`src/rtl/rob_pkg.sv`:
```
// Shared types for the reorder queue.
//   rob_state_e : per-entry lifecycle (FREE -> PENDING -> DONE -> FREE)
package rob_pkg;

  typedef enum logic [1:0] {
    FREE    = 2'd0,
    PENDING = 2'd1,
    DONE    = 2'd2
  } rob_state_e;

endpackage

```
`src/rtl/rob_reorder_queue_if.sv`:
```
// Handshake bundle for the reorder queue.
//   master : producer/consumer side (alloc_val, wb_*, deq_rdy, flush out)
//   slave  : queue side (alloc_rdy/idx, wb_err, deq_*, occ, count out)
interface rob_reorder_queue_if #(
  parameter int p_depth    = 16,
  parameter int p_bitwidth = 32,
  parameter int p_nwb      = 2
);
  localparam int p_ptrwidth = $clog2(p_depth);

  logic                                  alloc_val;
  logic                                  alloc_rdy;
  logic [p_ptrwidth-1:0]                 alloc_idx;
  logic [p_nwb-1:0]                      wb_val;
  logic [p_nwb-1:0][p_ptrwidth-1:0]      wb_idx;
  logic [p_nwb-1:0][p_bitwidth-1:0]      wb_data;
  logic                                  wb_err;
  logic                                  deq_val;
  logic                                  deq_rdy;
  logic [p_ptrwidth-1:0]                 deq_idx;
  logic [p_bitwidth-1:0]                 deq_data;
  logic                                  flush;
  logic [p_depth-1:0]                    occ;
  logic [p_ptrwidth:0]                   count;

  modport master (
    output alloc_val, wb_val, wb_idx, wb_data, deq_rdy, flush,
    input  alloc_rdy, alloc_idx, wb_err, deq_val, deq_idx, deq_data, occ, count
  );

  modport slave (
    input  alloc_val, wb_val, wb_idx, wb_data, deq_rdy, flush,
    output alloc_rdy, alloc_idx, wb_err, deq_val, deq_idx, deq_data, occ, count
  );
endinterface

```
`src/rtl/rob_entry.sv`:
```
// One reorder-queue slot: lifecycle state plus result payload.
//   alloc   : claim the slot (FREE -> PENDING)
//   wb_sel  : accepted writeback, only asserted while PENDING (-> DONE)
//   free    : retired from the head (DONE -> FREE)
//   flush   : discard, wins over everything else
//   state/data : registered slot contents
//
// state   | meaning
// FREE    | unallocated
// PENDING | allocated, waiting for its writeback
// DONE    | result held, eligible to retire when at the head
module rob_entry
  import rob_pkg::*;
#(
  parameter int p_bitwidth = 32
) (
  input  logic                  clk,
  input  logic                  rst,
  input  logic                  alloc,
  input  logic                  wb_sel,
  input  logic [p_bitwidth-1:0] wb_data,
  input  logic                  free,
  input  logic                  flush,
  output rob_state_e            state,
  output logic [p_bitwidth-1:0] data
);

  rob_state_e            state_q, state_d;
  logic [p_bitwidth-1:0] data_q, data_d;

  always_comb begin
    state_d = state_q;
    data_d  = data_q;
    if (flush) begin
      state_d = FREE;
    end else if (alloc) begin
      state_d = PENDING;
    end else if (wb_sel) begin
      state_d = DONE;
      data_d  = wb_data;
    end else if (free) begin
      state_d = FREE;
    end
  end

  always_ff @(posedge clk or posedge rst) begin
    if (rst) state_q <= FREE;
    else     state_q <= state_d;
  end

  // Payload is meaningless until written back, so it carries no reset.
  always_ff @(posedge clk) begin
    data_q <= data_d;
  end

  assign state = state_q;
  assign data  = data_q;

endmodule

```
`src/rtl/rob_reorder_queue.sv`:
```
// Reorder queue: in-order allocation at the tail, out-of-order completion
// through p_nwb writeback ports, in-order retirement from the head.
//   clk, rst : clock and async active-high reset
//   rq       : rob_reorder_queue_if.slave (alloc, writeback, dequeue, flush,
//              occupancy/count status)
module rob_reorder_queue
  import rob_pkg::*;
#(
  parameter int p_depth    = 16,
  parameter int p_ptrwidth = $clog2(p_depth),
  parameter int p_bitwidth = 32,
  parameter int p_nwb      = 2
) (
  input  logic               clk,
  input  logic               rst,
  rob_reorder_queue_if.slave rq
);

  if (p_depth < 2 || (p_depth & (p_depth - 1)) != 0) begin : g_bad_depth
    $error("rob_reorder_queue: p_depth must be a power of two >= 2");
  end
  if (p_nwb < 1) begin : g_bad_nwb
    $error("rob_reorder_queue: p_nwb must be >= 1");
  end

  localparam logic [p_ptrwidth-1:0] ptr_one    = p_ptrwidth'(1);
  localparam logic [p_ptrwidth:0]   cnt_one    = (p_ptrwidth + 1)'(1);
  localparam logic [p_ptrwidth:0]   full_count = (p_ptrwidth + 1)'(p_depth);

  logic [p_ptrwidth-1:0] head_q, head_d, tail_q, tail_d;
  logic [p_ptrwidth:0]   count_q, count_d;
  logic                  wb_err_q, wb_err_d;

  rob_state_e            ent_state   [p_depth];
  logic [p_bitwidth-1:0] ent_data    [p_depth];
  logic [p_bitwidth-1:0] ent_wb_data [p_depth];
  logic [p_depth-1:0]    ent_alloc, ent_wb_sel, ent_free;

  logic alloc_fire, deq_fire;

  // Both handshakes decode from registered state only.
  assign rq.alloc_rdy = (count_q != full_count);
  assign rq.deq_val   = (ent_state[head_q] == DONE);
  assign alloc_fire   = rq.alloc_val && rq.alloc_rdy;
  assign deq_fire     = rq.deq_val && rq.deq_rdy;

  // Per-entry writeback select: scanning ports from high to low lets the
  // lowest-numbered hitting port win.
  always_comb begin
    for (int e = 0; e < p_depth; e++) begin
      ent_wb_sel[e]  = 1'b0;
      ent_wb_data[e] = '0;
      for (int i = p_nwb - 1; i >= 0; i--) begin
        if (rq.wb_val[i] && (int'(rq.wb_idx[i]) == e)) begin
          ent_wb_sel[e]  = (ent_state[e] == PENDING);
          ent_wb_data[e] = rq.wb_data[i];
        end
      end
      ent_alloc[e] = alloc_fire && (int'(tail_q) == e);
      ent_free[e]  = deq_fire && (int'(head_q) == e);
    end
  end

  // Losing ports on a PENDING target are not errors; only FREE/DONE targets are.
  always_comb begin
    wb_err_d = 1'b0;
    for (int i = 0; i < p_nwb; i++) begin
      if (rq.wb_val[i] && (ent_state[rq.wb_idx[i]] != PENDING)) wb_err_d = 1'b1;
    end
    if (rq.flush) wb_err_d = 1'b0;
  end

  always_comb begin
    head_d  = head_q;
    tail_d  = tail_q;
    count_d = count_q;
    if (alloc_fire) tail_d = tail_q + ptr_one;
    if (deq_fire)   head_d = head_q + ptr_one;
    case ({alloc_fire, deq_fire})
      2'b10:   count_d = count_q + cnt_one;
      2'b01:   count_d = count_q - cnt_one;
      default: count_d = count_q;
    endcase
    if (rq.flush) begin
      head_d  = '0;
      tail_d  = '0;
      count_d = '0;
    end
  end

  always_ff @(posedge clk or posedge rst) begin
    if (rst) begin
      head_q   <= '0;
      tail_q   <= '0;
      count_q  <= '0;
      wb_err_q <= 1'b0;
    end else begin
      head_q   <= head_d;
      tail_q   <= tail_d;
      count_q  <= count_d;
      wb_err_q <= wb_err_d;
    end
  end

  for (genvar g = 0; g < p_depth; g++) begin : g_entry
    rob_entry #(.p_bitwidth(p_bitwidth)) u_entry (
      .clk     (clk),
      .rst     (rst),
      .alloc   (ent_alloc[g]),
      .wb_sel  (ent_wb_sel[g]),
      .wb_data (ent_wb_data[g]),
      .free    (ent_free[g]),
      .flush   (rq.flush),
      .state   (ent_state[g]),
      .data    (ent_data[g])
    );
  end

  always_comb begin
    for (int e = 0; e < p_depth; e++) rq.occ[e] = (ent_state[e] != FREE);
  end

  assign rq.alloc_idx = tail_q;
  assign rq.deq_idx   = head_q;
  assign rq.deq_data  = ent_data[head_q];
  assign rq.wb_err    = wb_err_q;
  assign rq.count     = count_q;

endmodule

```
`src/flat_wrapper.sv`:
```
// flat-port wrapper written by rule: the top's interface ports become plain ports
module rob_reorder_queue_flat import rob_pkg::*;
#(
  parameter int p_depth    = 16,
  parameter int p_ptrwidth = $clog2(p_depth),
  parameter int p_bitwidth = 32,
  parameter int p_nwb      = 2
)
  (clk, rst, rq_alloc_val, rq_wb_val, rq_wb_idx, rq_wb_data, rq_deq_rdy, rq_flush, rq_alloc_rdy, rq_alloc_idx, rq_wb_err, rq_deq_val, rq_deq_idx, rq_deq_data, rq_occ, rq_count);
  rob_reorder_queue_if #(.p_depth(p_depth), .p_bitwidth(p_bitwidth), .p_nwb(p_nwb)) rq_i ();
  input  logic clk;
  input  logic rst;
  input wire logic [$bits(rq_i.alloc_val)-1:0] rq_alloc_val;
  input wire logic [$bits(rq_i.wb_val)-1:0] rq_wb_val;
  input wire logic [$bits(rq_i.wb_idx)-1:0] rq_wb_idx;
  input wire logic [$bits(rq_i.wb_data)-1:0] rq_wb_data;
  input wire logic [$bits(rq_i.deq_rdy)-1:0] rq_deq_rdy;
  input wire logic [$bits(rq_i.flush)-1:0] rq_flush;
  output wire logic [$bits(rq_i.alloc_rdy)-1:0] rq_alloc_rdy;
  output wire logic [$bits(rq_i.alloc_idx)-1:0] rq_alloc_idx;
  output wire logic [$bits(rq_i.wb_err)-1:0] rq_wb_err;
  output wire logic [$bits(rq_i.deq_val)-1:0] rq_deq_val;
  output wire logic [$bits(rq_i.deq_idx)-1:0] rq_deq_idx;
  output wire logic [$bits(rq_i.deq_data)-1:0] rq_deq_data;
  output wire logic [$bits(rq_i.occ)-1:0] rq_occ;
  output wire logic [$bits(rq_i.count)-1:0] rq_count;
  assign rq_i.alloc_val = rq_alloc_val;
  assign rq_i.wb_val = rq_wb_val;
  assign rq_i.wb_idx = rq_wb_idx;
  assign rq_i.wb_data = rq_wb_data;
  assign rq_i.deq_rdy = rq_deq_rdy;
  assign rq_i.flush = rq_flush;
  assign rq_alloc_rdy = rq_i.alloc_rdy;
  assign rq_alloc_idx = rq_i.alloc_idx;
  assign rq_wb_err = rq_i.wb_err;
  assign rq_deq_val = rq_i.deq_val;
  assign rq_deq_idx = rq_i.deq_idx;
  assign rq_deq_data = rq_i.deq_data;
  assign rq_occ = rq_i.occ;
  assign rq_count = rq_i.count;
  rob_reorder_queue #(.p_depth(p_depth), .p_ptrwidth(p_ptrwidth), .p_bitwidth(p_bitwidth), .p_nwb(p_nwb)) u_core (.clk(clk), .rst(rst), .rq(rq_i));
endmodule
```
`config.mk`:
```
export PLATFORM = sky130hd
export DESIGN_NAME = rob_reorder_queue_flat
export DESIGN_NICKNAME = d
export VERILOG_FILES = /design/src/rtl/rob_pkg.sv /design/src/rtl/rob_reorder_queue_if.sv /design/src/rtl/rob_entry.sv /design/src/rtl/rob_reorder_queue.sv /design/src/flat_wrapper.sv
export SDC_FILE = /design/constraint.sdc
export NUM_CORES = 1
export LEC_CHECK = 0
export CORE_MARGIN = 2
export CORE_UTILIZATION = 50
export DETAILED_ROUTE_END_ITERATION = 10
export GPL_ROUTABILITY_DRIVEN = 1
export GPL_TIMING_DRIVEN = 0
export PLACE_DENSITY = 0.68
export SLEW_MARGIN = 30
export SYNTH_ARGS = -nofsm -noshare
export SYNTH_HDL_FRONTEND = slang
export SYNTH_SLANG_ARGS = --single-unit
```
`constraint.sdc`:
```
create_clock -name clk -period 8.8 [get_ports clk]
set_input_delay 1.32 -clock clk [delete_from_list [all_inputs] [get_ports clk]]
set_output_delay 1.32 -clock clk [all_outputs]
set_load 0.1 [all_outputs]
```
---- Word level (Yosys, flattened, before mapping) ----
Cells that the tools add are included.
storage, ports and cells
  register bits ........................... 558
  bits of input ports ..................... 79
  output and inout bits ................... 64
  logic and storage cells ................. 417
operators by class
  add/subtract/negate cells ............... 4
  order comparisons ....................... 3
  equality and inequality tests ........... 82
  mux-type cells .......................... 149
  bitwise logic cells ..................... 20
  reductions and logical operators ........ 123
operators by type and width
  cell                                                             count
  32-bit 2-to-1 mux                                                34
  2-bit 2-to-1 mux                                                 70
  32-bit binary-select mux with 4-bit select                       1
  4-bit == test, second input constant                             32
  1-bit logical AND                                                68
  4-bit by 3-bit == test with 1-bit output, second input constant  16
  4-bit nonzero test                                               16
  3-bit AND reduction                                              16
  2-bit nonzero test                                               18
  1-bit 2-to-1 mux                                                 35
  2-bit by 1-bit == test with 1-bit output, second input constant  17
  4-bit by 2-bit == test with 1-bit output, second input constant  8
  2-bit binary-select mux with 4-bit select                        3
  1-bit NOT                                                        17
  4-bit by 1-bit == test with 1-bit output, second input constant  4
  4-bit logical NOT                                                4
  4-bit 2-to-1 mux                                                 4
  5-bit greater-or-equal comparator, second input constant         3
  4-bit NOT with 5-bit output                                      3
  5-bit one-hot mux with 2 select lines                            1
  4-bit by 1-bit adder with 4-bit output, second input constant    2
  5-bit by 1-bit adder with 5-bit output, second input constant    1
  5-bit 2-to-1 mux                                                 1
  5-bit != test, second input constant                             1
  4 further kinds                                                  6

---- Longest topological paths before layout ----
  depth in word-level cells ............... 11
  mapped depth ............................ 12
  depth with buffers taken out ............ 11

---- Hierarchy ----
A second synthesis with hierarchy kept.
second synthesis, totals
  cell total of the unflattened synthesis .. 1912
  area, all modules ....................... 28320.9 µm²
modules (own cells, without submodules)
  module             times used  cells an instance  area an instance (µm²)  sequential area each (µm²)
  rob_entry          16          42                 1058.5                  1011.0
  rob_reorder_queue  1           1240               11384.7                 350.3

---- Worst setup path after synthesis ----
OpenSTA, ideal clock, no wires.
  path kind ............................... input port to flip-flop
  start ................................... input port rq_wb_idx[3]
  end ..................................... register u_core.g_entry[1].u_entry.data_q[0], enable pin
  arrival ................................. 7552 ps
  required time ........................... 8200 ps
  path slack .............................. 648 ps
  stages on the path ...................... 6
  buffers on the path ..................... 2
  cell sequence ........................... clkbuf_1 > or3b_1 > clkbuf_1 > nor2_2 > a21oi_1 > a2111oi_0
on the way
  word-level cells in the longest chain between the ends .. 4
RTL lines
  element                                   line                     text
  from (decl)                               flat_wrapper.sv:15       input wire logic [$bits(rq_i.wb_idx)-1:0] rq_wb_idx;
  4-bit by 2-bit == test with 1-bit output  rob_reorder_queue.sv:54  if (rq.wb_val[i] && (int'(rq.wb_idx[i]) == e)) begin
  1-bit logical AND                         rob_reorder_queue.sv:54
  1-bit 2-to-1 mux                          rob_reorder_queue.sv:54
  3-bit AND reduction (no line)             n/a
  to (signal assigned)                      rob_entry.sv:53          data_q <= data_d;
  to (decl)                                 rob_entry.sv:29          logic [p_bitwidth-1:0] data_q, data_d;
Every way passes these cells.
A chain may end at the register's enable or synchronous reset.

---- Worst setup path after layout ----
  start ................................... register u_core.head_q[0], in the netlist u_core.rq.deq_idx[0]
  end ..................................... output port rq_deq_data[30]
on the way
  word-level cells in the longest chain between the ends .. 4
RTL lines
  element                                               line                      text
  from (decl)                                           rob_reorder_queue.sv:30   logic [p_ptrwidth-1:0] head_q, head_d, tail_q, tail_d;
  from (signal assigned)                                rob_reorder_queue.sv:93   head_q <= '0;
  from (signal assigned)                                rob_reorder_queue.sv:98   head_q <= head_d;
  4-bit NOT with 5-bit output (not written as such)     rob_reorder_queue.sv:125  assign rq.deq_data = ent_data[head_q];
  32-bit binary-select mux with 4-bit select            rob_reorder_queue.sv:125
  32-bit 2-to-1 mux (not written as such) (2 in a row)  rob_reorder_queue.sv:125
  to (decl)                                             flat_wrapper.sv:24        output wire logic [$bits(rq_i.deq_data)-1:0] rq_deq_data;
Every way passes these cells. The select of a mux whose other input is x is not followed.

==> impl_results.md <==
- Status: finished, final reports clean
- CP top delay family: buffers and inverters
- Post-cts resize count: 0
- CP arrival: 4.97 ns
- Clk root buf: clkbuf_16
- Die extent in y: roughly 250 um
- Setup clock skew after layout: 0.01294 ns
- Fill cell count: approximately 5000
- FF+latch count, synth: 558
- Hold Crit Class: reg2reg
- Area grow syn2layout: 14.72%
- Slowest stage delay, CP: a little over 1 ns
- Post-CTS Setup Inserts: 0
- Max-Cap Viols: 0
- Ys Warns: 0
- FMAX: 158.9 MHz
- Vias per inst: a little under 7
- RePlAce Congestion: 0.9770
- Cell Area, Synth: 30000 um2
- Via count: about 26000
- Synth area leaders: edfxtp_1 (51%), mux4_2 (13%), nand2_1 (11%), a21oi_1 (7.3%), dfrtp_1 (3.8%)
- Period utilization: 0.7151
- H-tree Lvls: 2
- Initial core utilization: 0.5073
- Buffers on Ports: ~70
- Critical path, cell by cell: clkbuf_1, clkbuf_1, buf_2, mux4_2, mux4_2, clkdlybuf4s50_1
- Remaining DRCs: 0
- Worst-margin pin slew: 1.069 ns
- Setup crit end kind: output pin
- Setup violations, final: 0
- Peak VDD IR: ~0.00015 V
- Minimum clock period: between 6 and 7 ns
- TritonCTS Buffers: 60
- Leakage: ~12 nW
- Worst-skew pair later-pin latency: around 0.65 ns
- CP Max Fanout: 10
- Net count, final: 3092
- Hold Vio Cnt, Final: 0
- Yosys top cell area share: 0.5125
- Inst Count DP: roughly 3700
- Fin cells: ~3800
- Prevailing post-synth register cell: edfxtp_1
- Post-synth EDFFs: between 500 and 600
- RSZ-0062 raised after global routing: no
- Share of post-route cells with drive strength above 1: 0.1421
- Die area: around 62000 um2
- CP required: ~7.5 ns
- WP buf/inv: 4
- Power per cell area: 167.0 nW/um2
- Largest net degree at the start of global routing: 47
- Cells after Synth: between 2000 and 3000
- Drt pass-1 iters: 8
- Sequential fraction of the synthesis area: 0.5509
- HPWL after detailed placement: 78.35 mm
- First-pass GRT wire length: 163.1 mm
- 1st-iter DRT viols: 4432
- Slew headroom: 0.2876
- Slowest-stage cell, CP: clkdlybuf4s50_1
- Core ar.: 59130 um2
- Drt total wl: 114.1 mm
- Max-slew violations: 0
- Syn Area/Cell: ~11 um2
- Hold buffers post-CTS: 0
- CTS Buffer Depth: 3
- Die X: between 200 and 250 um
- Clock sinks: 558
- Wirelength per Cell: between 20 and 30 um
- Gr ovfl total: 0
- CTS tree: built
- Share of flip-flops with an asynchronous set or reset: 0.08244
- Startpoint class of the critical path: flop
- Clk slew on worst S/H paths: 0.06 ns
- Top cell type by total area after synthesis: edfxtp_1
- FP Rows: between 80 and 90
- Detail Route Antenna Nets: 0
- GRT Total Usage: 0.3598
- Synth unique cells: 68
- I/O pin count: 143
- Type of the worst setup path: reg2out
- Initial antenna violation count: 6
- Vias in the first global route: between 20000 and 25000
- Placed cell area: around 33000 um2
- Syn_nets: 2858
- Design area: 34410 um2
state kept, by name, indices dropped and copies added, names as in the netlist:
register / cells
u_core.rq.count: 5
u_core.g_entry.u_entry.state: 32
u_core.g_entry.u_entry.data: 512
u_core.rq.deq_idx: 4
u_core.rq.alloc_idx: 4
u_core.rq.wb_err: 1
final timing paths:
path / slack [ns] / from / end / cells past startpoint
worst max register to register: 4.61 / u_core.rq.count[0]$_DFFE_PP0P_ / u_core.g_entry[3].u_entry.data[14]$_DFFE_PP_ / 11
worst max-delay path: 2.51 / u_core.rq.deq_idx[0]$_DFFE_PP0P_ / rq_deq_data[30] / 6
min in group asynchronous: 1.11 / rst / u_core.rq.alloc_idx[2]$_DFFE_PP0P_ / 2
worst min register to register: 0.57 / u_core.g_entry[8].u_entry.state[1]$_DFFE_PP0P_ / u_core.g_entry[8].u_entry.state[1]$_DFFE_PP0P_ / 1
max in group asynchronous: 7.27 / rst / u_core.g_entry[5].u_entry.state[1]$_DFFE_PP0P_ / 2
worst min-delay path: 0.57 / u_core.g_entry[8].u_entry.state[1]$_DFFE_PP0P_ / u_core.g_entry[8].u_entry.state[1]$_DFFE_PP0P_ / 1
cell families after synthesis:
| group | Yosys count | synth area share |
|---|---|---|
| AOI/OAI and AO/OA | 607 | 0.1204 |
| xor gates and xnor gates | 8 | 0.002336 |
| adders and majority gates | 12 | 0.005255 |
| buffers and inverters | 341 | 0.04371 |
| DFF | 558 | 0.5509 |
| muxes | 178 | 0.1318 |
| and+or+nand+nor | 1063 | 0.1456 |
power breakdown:
part	switching (W)	leakage (nW)	internal, W
Combinational	0.000307	5.71	0.0000982
Clock	0.00110	0.898	0.00136
Sequential	0.00000513	5.16	0.00287
synth_stat cells, types with 2 or more instances:
| master | n |
|---|---|
| nand2b_1 | 13 |
| mux2i_1 | 4 |
| buf_1 | 75 |
| clkbuf_1 | 245 |
| o21ai_0 | 18 |
| mux4_2 | 170 |
| inv_1 | 8 |
| nand3b_1 | 14 |
| a21oi_1 | 435 |
| and2_1 | 4 |
| xor2_1 | 3 |
| ha_1 | 11 |
| a2111oi_0 | 2 |
| nor2b_1 | 13 |
| xnor2_1 | 5 |
| a31o_2 | 2 |
| a41o_1 | 8 |
| nor3b_1 | 4 |
| nor4b_1 | 3 |
| and3b_1 | 2 |
| a22o_1 | 98 |
| mux4_1 | 2 |
| nand2_1 | 876 |
| buf_2 | 8 |
| o32ai_1 | 2 |
| nor2_1 | 58 |
| nor4_1 | 2 |
| o2bb2ai_1 | 10 |
| o211ai_1 | 6 |
| nand3_1 | 27 |
| or2_2 | 17 |
| and3_1 | 3 |
| clkinv_1 | 2 |
| a41oi_1 | 4 |
| edfxtp_1 | 512 |
| nor3_1 | 14 |
| a31o_1 | 6 |
| a31oi_1 | 6 |
| dfrtp_1 | 46 |
metal layers:
metal,track usage,wire (um),vias up
li1,-,-,10460
met1,0.4575,38890,12430
met2,0.5523,50780,2367
met3,0.1169,17390,482
met4,0.1886,6876,10
met5,0,129,-
layout make-up:
type / instances / area, um2 / area share
Antenna cell: 3 / 7.507 / 0.0002181
Buffer: 330 / 1287 / 0.03741
Clock buffer: 74 / 1597 / 0.04639
Clock inverter: 35 / 242.7 / 0.007053
Inverter: 11 / 46.29 / 0.001345
Multi-Input combinational cell: 1868 / 12310 / 0.3578
Sequential cell: 558 / 16530 / 0.4802
Tap cell: 773 / 967.2 / 0.02810
Timing Repair Buffer: 172 / 1426 / 0.04145
metrics by stage:
step / TNS (ns) / setup slack (ns) / util / power [W] / hold WS [ns]
after floorplan: 0 / 0.6478 / - / 0.003190 / 0.4951
after CTS: 0 / 2.465 / 0.5815 / 0.005716 / 0.5605
final: 0 / 2.507 / 0.5820 / 0.005749 / 0.5659
after global placement: -785.87 / -7.575 / 0.5359 / 0.003305 / 0.5420
after global routing: 0 / 2.452 / 0.5819 / 0.005857 / 0.5938
after detailed placement: 0 / 3.150 / 0.5504 / 0.003319 / 0.5372
cells in the final DEF, fill, tap and decap left out, types with 17 or more instances in the layout:
| cell | netlist | layout |
|---|---|---|
| clkbuf_1 | 245 | 247 |
| mux4_2 | 170 | 170 |
| clkdlybuf4s50_1 | 0 | 72 |
| or2_2 | 17 | 17 |
| buf_2 | 8 | 62 |
| nand3_1 | 27 | 27 |
| a21oi_1 | 435 | 429 |
| clkinv_1 | 2 | 22 |
| a22o_1 | 98 | 98 |
| dfrtp_1 | 46 | 46 |
| nand2_1 | 876 | 876 |
| nor2_1 | 58 | 58 |
| clkbuf_16 | 0 | 62 |
| buf_4 | 0 | 44 |
| buf_1 | 75 | 69 |
| edfxtp_1 | 512 | 512 |
| o21ai_0 | 18 | 18 |
No activity file was read; power rests on OpenSTA's default activity.
